File: config.mk
export PLATFORM = sky130hd
export DESIGN_NAME = iter_mul_div
export DESIGN_NICKNAME = d
export VERILOG_FILES = /design/src/rtl/iter_mul_div.sv
export SDC_FILE = /design/constraint.sdc
export NUM_CORES = 1
export LEC_CHECK = 0
export ABC_AREA = 1
export CORE_MARGIN = 3
export CORE_UTILIZATION = 45
export CTS_BUF_LIST = sky130_fd_sc_hd__clkbuf_4
export DETAILED_ROUTE_END_ITERATION = 7
export SLEW_MARGIN = 10
export SYNTH_ARGS = -nofsm -noshare
export SYNTH_HDL_FRONTEND = slang
export SYNTH_SLANG_ARGS = --single-unit
export TNS_END_PERCENT = 1
File: constraint.sdc
create_clock -name clk_i -period 12.2 [get_ports clk_i]
set_input_delay 3.66 -clock clk_i [delete_from_list [all_inputs] [get_ports clk_i]]
set_output_delay 3.66 -clock clk_i [all_outputs]
set_load 0.005 [all_outputs]
File: src/rtl/iter_mul_div.sv
// Multi-cycle MULT/MULTU/DIV/DIVU unit with architectural HI/LO registers.
// Iterates one quotient/product bit per cycle on operand magnitudes, then fixes up signs.
module iter_mul_div #(
  parameter int Width = 32
) (
  input  logic             clk_i,
  input  logic             rst_ni,
  input  logic             start_i,
  input  logic [1:0]       op_i,
  input  logic [Width-1:0] a_i,
  input  logic [Width-1:0] b_i,
  input  logic             flush_i,
  input  logic             hi_we_i,
  input  logic             lo_we_i,
  input  logic [Width-1:0] wdata_i,
  output logic             busy_o,
  output logic             done_o,
  output logic [Width-1:0] hi_o,
  output logic [Width-1:0] lo_o
);

  localparam int CntW = $clog2(Width) + 1;
  localparam logic [Width-1:0] MinVal = {1'b1, {(Width-1){1'b0}}};

  typedef enum logic [2:0] {
    S_IDLE,
    S_PREP,
    S_CALC,
    S_FIXUP,
    S_DONE
  } state_e;

  state_e              state_q, state_d;
  logic [CntW-1:0]     cnt_q, cnt_d;
  logic [Width-1:0]    hi_q, hi_d;
  logic [Width-1:0]    lo_q, lo_d;

  logic [1:0]          op_q, op_d;
  logic [Width-1:0]    a_q, a_d;
  logic [Width-1:0]    b_q, b_d;
  logic [2*Width-1:0]  acc_q, acc_d;
  logic [Width-1:0]    m_q, m_d;
  logic                neg_res_q, neg_res_d;
  logic                neg_rem_q, neg_rem_d;
  logic                dz_q, dz_d;
  logic                ovf_q, ovf_d;

  logic                accept;
  logic                is_signed;
  logic [2*Width-1:0]  res;

  function automatic logic [Width-1:0] mag(input logic signed [Width-1:0] v,
                                           input logic is_sgn);
    logic signed [Width-1:0] n;
    n = -v;
    return (is_sgn && v < 0) ? $unsigned(n) : $unsigned(v);
  endfunction

  // acc = {partial product upper half, remaining multiplier bits}; shift right each step.
  function automatic logic [2*Width-1:0] mul_step(input logic [2*Width-1:0] acc,
                                                  input logic [Width-1:0] m);
    logic [Width:0] sum;
    sum = {1'b0, acc[2*Width-1:Width]} + (acc[0] ? {1'b0, m} : {(Width+1){1'b0}});
    return {sum, acc[Width-1:1]};
  endfunction

  // acc = {remainder, dividend/quotient}; restoring shift-subtract.
  function automatic logic [2*Width-1:0] div_step(input logic [2*Width-1:0] acc,
                                                  input logic [Width-1:0] m);
    logic [Width:0] diff;
    diff = acc[2*Width-1:Width-1] - {1'b0, m};
    if (!diff[Width]) return {diff[Width-1:0], acc[Width-2:0], 1'b1};
    return {acc[2*Width-2:0], 1'b0};
  endfunction

  function automatic logic [2*Width-1:0] fixup(input logic is_div,
                                               input logic neg_res,
                                               input logic neg_rem,
                                               input logic dz,
                                               input logic ovf,
                                               input logic [2*Width-1:0] acc,
                                               input logic [Width-1:0] dividend);
    logic [Width-1:0] quo;
    logic [Width-1:0] rem;
    quo = acc[Width-1:0];
    rem = acc[2*Width-1:Width];
    if (!is_div) return neg_res ? -acc : acc;
    if (dz) return {dividend, {Width{1'b1}}};
    if (ovf) return {{Width{1'b0}}, MinVal};
    return {(neg_rem ? -rem : rem), (neg_res ? -quo : quo)};
  endfunction

  assign busy_o    = (state_q == S_PREP) || (state_q == S_CALC) || (state_q == S_FIXUP);
  assign done_o    = (state_q == S_DONE);
  assign hi_o      = hi_q;
  assign lo_o      = lo_q;
  assign accept    = start_i && !flush_i && ((state_q == S_IDLE) || (state_q == S_DONE));
  assign is_signed = !op_q[0];
  assign res       = fixup(op_q[1], neg_res_q, neg_rem_q, dz_q, ovf_q, acc_q, a_q);

  always_comb begin
    state_d   = state_q;
    cnt_d     = cnt_q;
    hi_d      = hi_q;
    lo_d      = lo_q;
    op_d      = op_q;
    a_d       = a_q;
    b_d       = b_q;
    acc_d     = acc_q;
    m_d       = m_q;
    neg_res_d = neg_res_q;
    neg_rem_d = neg_rem_q;
    dz_d      = dz_q;
    ovf_d     = ovf_q;

    case (state_q)
      S_IDLE, S_DONE: begin
        if (accept) begin
          state_d = S_PREP;
          op_d    = op_i;
          a_d     = a_i;
          b_d     = b_i;
        end else begin
          state_d = S_IDLE;
        end
      end
      S_PREP: begin
        neg_res_d = is_signed && (a_q[Width-1] ^ b_q[Width-1]);
        neg_rem_d = is_signed && a_q[Width-1];
        dz_d      = (b_q == '0);
        ovf_d     = is_signed && op_q[1] && (a_q == MinVal) && (b_q == '1);
        acc_d     = {{Width{1'b0}}, mag(a_q, is_signed)};
        m_d       = mag(b_q, is_signed);
        cnt_d     = '0;
        state_d   = S_CALC;
      end
      S_CALC: begin
        acc_d = op_q[1] ? div_step(acc_q, m_q) : mul_step(acc_q, m_q);
        cnt_d = cnt_q + CntW'(1);
        if (cnt_q == CntW'(Width - 1)) state_d = S_FIXUP;
      end
      S_FIXUP: begin
        {hi_d, lo_d} = res;
        state_d      = S_DONE;
      end
      default: state_d = S_IDLE;
    endcase

    // Flush discards the in-flight result, including one about to be committed.
    if (flush_i) begin
      state_d = S_IDLE;
      hi_d    = hi_q;
      lo_d    = lo_q;
    end

    if (!busy_o && !accept) begin
      if (hi_we_i) hi_d = wdata_i;
      if (lo_we_i) lo_d = wdata_i;
    end
  end

  always_ff @(posedge clk_i or negedge rst_ni) begin
    if (!rst_ni) begin
      state_q <= S_IDLE;
      cnt_q   <= '0;
      hi_q    <= '0;
      lo_q    <= '0;
    end else begin
      state_q <= state_d;
      cnt_q   <= cnt_d;
      hi_q    <= hi_d;
      lo_q    <= lo_d;
    end
  end

  // Working datapath registers are only meaningful after PREP, so they carry no reset.
  always_ff @(posedge clk_i) begin
    op_q      <= op_d;
    a_q       <= a_d;
    b_q       <= b_d;
    acc_q     <= acc_d;
    m_q       <= m_d;
    neg_res_q <= neg_res_d;
    neg_rem_q <= neg_rem_d;
    dz_q      <= dz_d;
    ovf_q     <= ovf_d;
  end

endmodule

==> impl_metrics.tcl <==
set metrics [dict create \
    critical_path_buf_inv_count 5 \
    grt_first_pass_wirelength_mm 122 \
    leading_cell_types_by_total_area_after_synthesis "edfxtp_1 (24%), nand2_1 (19%), dfrtp_1 (8.9%)" \
    worst_ir_drop_vdd_v 0.000111 \
    cts.sink_count 239 \
    timing_hold_violations_final 0 \
    clk_transition_reported_paths_ps 70 \
    die_w_um 220 \
    hold_start "b_q[0]" \
    cts.repair.resized 0 \
    setup_tns_after_final_layout_ps 0 \
    finalCritPeriodShare_pct 48.6 \
    post_cts_buffers 0 \
    clock_skew_ps 34.7 \
    max_slew.worst_pin.slew_ps 1100 \
    crit_slowest_cell "nand2_2" \
    synth-edff-count 166 \
    synth_top_cell_area_share_pct 24.2 \
    timing.final.max_slew_violations 0 \
    top_level_ports 170 \
    min_path_type "reg2reg" \
    initial_core_util_pct 46.1 \
    maximum_root_to_sink_buffer_count 3 \
    synth-seq-area-share_pct 33.0 \
    synth.net_count 3377 \
    grt_overflow 0 \
    r2r_setup_slack_ps 8600 \
    area_growth_pct 14.8 \
    postCtsHoldBufs 0 \
    worstSetupEndpointType "flop" \
    die_h_um 220 \
    ys_warns 0 \
    number_of_different_library_cells_in_the_post_synthesis_netlist 54 \
    number_of_buffers_inserted_by_port_buffering 169 \
    final_cell_count_no_fill 4017 \
    drt-pass1-iter-count 6 \
    post-route-min-period_ps 5930 \
    grt_setup_unrepaired "false" \
    num_cts_buffers 70 \
    totalWireLength_mm 82.7 \
    avg_synthesized_cell_area_um2 6.45 \
    grt_max_degree 74 \
    status "complete, no violations" \
    rr_endpoint "acc_q[51]" \
    drt_first_iter_violations 2855 \
    cts_root_buffer "clkbuf_4" \
    finish.net_count 3545 \
    fmax_mhz 169 \
    power.static_leakage_nw 11.3 \
    cts_tree "yes" \
    die-area_um2 48500 \
    hpwlAfterDp_mm 65.3 \
    final_estimated_routing_congestion_in_global_placement 0.980 \
    cap_viol_max_count 0 \
    grt_antenna_before_repair 2 \
    placement_rows 77 \
    hold_end "m_q[0]" \
    final-setup-viol-count 0 \
    critPathArrivalTime_ps 6650 \
    nFillCells 4648 \
    critPathMaxStageDelay_ps 890 \
    mapped_cells 3201 \
    drt_drc_violations_left 0 \
    power.density_nw_per_um2 123 \
    via_count_of_the_first_global_routing_pass 20134 \
    routed_wire_length_per_instance_um 20.6 \
    critPathMaxFanout 67 \
    timing.critical_path.required_ps 12920 \
    worst_hold_path_stage_count 0 \
    cts_htree_levels 3 \
    cpLargestDelayFamily "simple AND/OR/NAND/NOR gates" \
    worstRegToRegCells 16 \
    synth_seq_cells 239 \
    synth_top_flop_cell "edfxtp_1" \
    crit_type "in2reg" \
    synth_cell_area_um2 20600 \
    grt_usage_pct 33.5 \
    vias_per_cell 5.55 \
    core_area_um2 44800 \
    synthArstFlopShare_pct 30.5 \
    cp_common_cell "nand2_1" \
    worst_max_slew_margin_expressed_relative_to_the_limit_pct 26.3 \
    antenna_violating_nets_post_route 0 \
    worst_setup_path_start_kind "primary input" \
    path_cells "clkdlybuf4s50_1 -> inv_1 -> nor2_1 -> nand2_1 -> inv_2 -> buf_4 -> nor2_1 -> nand2_2 -> o21ai_0 -> inv_1 -> nand2_1 -> nand2_1" \
    clock_latency_ps 810 \
    synth_top_area_cell "edfxtp_1" \
    ratio_of_cells_with_drive_above_1_in_the_final_layout_pct 7.22 \
    placed_cells_incl_taps 3889 \
    dr_total_vias 22305 \
    rr_startpoint "acc_q[32]" \
]
[final cells by class]
type / instances / area, µm² / area share (%)
Sequential cell: 239 / 6810 / 28.7
Multi-Input combinational cell: 2412 / 11700 / 49.5
Inverter: 458 / 1720 / 7.26
Clock buffer: 101 / 758 / 3.20
Tap cell: 592 / 741 / 3.13
Clock inverter: 23 / 106 / 0.449
Antenna cell: 4 / 10.0 / 0.0422
Timing Repair Buffer: 188 / 1830 / 7.73
[metrics by stage]
step / utilization (%) / hold slack [ps] / instance area, µm² / worst slack (ps) / total power, W
global placement: 50.9 / 510 / 22800 / 5610 / 0.00212
global route: 52.9 / 559 / 23700 / 5960 / 0.00308
finish: 52.9 / 531 / 23700 / 6270 / 0.00290
CTS: 52.9 / 526 / 23700 / 6320 / 0.00290
detailed placement: 50.9 / 515 / 22800 / 5500 / 0.00213
floorplan: - / 482 / 20600 / 6090 / 0.00170
[report_power, final]
part           internal, W  switching [W]  total (W)
logic             0.000373       0.000660    0.00103
clock network     0.000383       0.000374   0.000757
registers         0.000991       0.000124    0.00112
total              0.00175        0.00116    0.00290
[how the worst max path moves through the flow]
stage	endpoint	slack (ps)	cells past startpoint	startpoint
floorplan	lo_o[19]	6090	10	start_i
global route	hi_o[9]	5960	11	flush_i
detailed placement	hi_o[9]	5500	12	start_i
global placement	hi_o[9]	5610	12	start_i
finish	hi_o[9]	6270	12	start_i
CTS	hi_o[9]	6320	12	start_i
[cells in the mapped netlist, types with 3 or more instances]
master / n
nand2_2: 31
and2_1: 11
inv_2: 4
xnor2_1: 17
nand2_1: 1063
edfxtp_1: 166
o21ai_1: 9
o21a_1: 8
buf_2: 12
o211ai_1: 15
nor2_4: 4
nor3_2: 4
nor4_1: 6
o31ai_1: 7
a21oi_1: 141
nor2_1: 384
o21bai_1: 6
nand4_1: 40
o22ai_1: 6
o21ai_0: 167
inv_1: 452
nand3_2: 19
xor2_1: 56
buf_1: 10
o221ai_1: 3
nor3_1: 46
buf_6: 4
a21o_1: 5
a21oi_2: 23
a31oi_1: 22
dfrtp_1: 73
or2_2: 6
nand3_1: 203
clkbuf_1: 64
o21ai_2: 3
nor2_2: 8
ha_1: 70
nand3b_1: 12
[layer usage]
layer / share of wire, % / GRT usage [%] / up-vias
met5: 0 / 0 / -
li1: - / - / 10656
met2: 40 / 47.8 / 1154
met3: 10 / 6.43 / 157
met4: 3.2 / 10.6 / 0
met1: 46 / 51.0 / 10338
[cells by family (layout without fill, tap and decap cells)]
logic type      Yosys count  after routing  share of synthesized area, %
buf+inv                 550            770                          10.3
xor+xnor                 73             73                          3.10
simple gates           1841           1841                          37.4
compound gates          426            426                          11.7
fa+ha+maj                72             72                          4.44
flops                   239            239                          33.0
other cells               0              4                             0
[worst reg2reg max path, delay by kind of cell, from the launching register on]
kind | cells | cell delay (ps)
adders and majority gates | 1 | 520
DFF | 1 | 580
and+or+nand+nor | 12 | 1630
buffers and inverters | 2 | 480
AOI/OAI and AO/OA | 1 | 70
[flip-flops by register name, indices dropped and copies added (netlist names)]
signal,flops
acc_q,64
a_q,32
b_q,32
hi_o,32
lo_o,32
m_q,32
cnt_q,6
state_q,3
op_q,2
dz_q,1
neg_rem_q,1
neg_res_q,1
ovf_q,1
[cells in the final DEF, fill, tap and decap left out, types with 8 or more instances in the layout]
| master | n |
|---|---|
| nand2_1 | 1059 |
| inv_1 | 448 |
| nor2_1 | 384 |
| nand3_1 | 203 |
| clkdlybuf4s50_1 | 168 |
| o21ai_0 | 167 |
| edfxtp_1 | 166 |
| a21oi_1 | 141 |
| clkbuf_4 | 101 |
| dfrtp_1 | 73 |
| ha_1 | 70 |
| xor2_1 | 56 |
| nor3_1 | 44 |
| nand4_1 | 40 |
| nand2_2 | 35 |
| a21oi_2 | 23 |
| a31oi_1 | 22 |
| buf_4 | 20 |
| nand3_2 | 19 |
| xnor2_1 | 17 |
| o211ai_1 | 15 |
| clkinv_1 | 14 |
| nand3b_1 | 12 |
| and2_1 | 11 |
| inv_2 | 10 |
| o21ai_1 | 9 |
| o21a_1 | 8 |
| nor2_2 | 8 |
No activity file was read; power rests on OpenSTA's default activity.
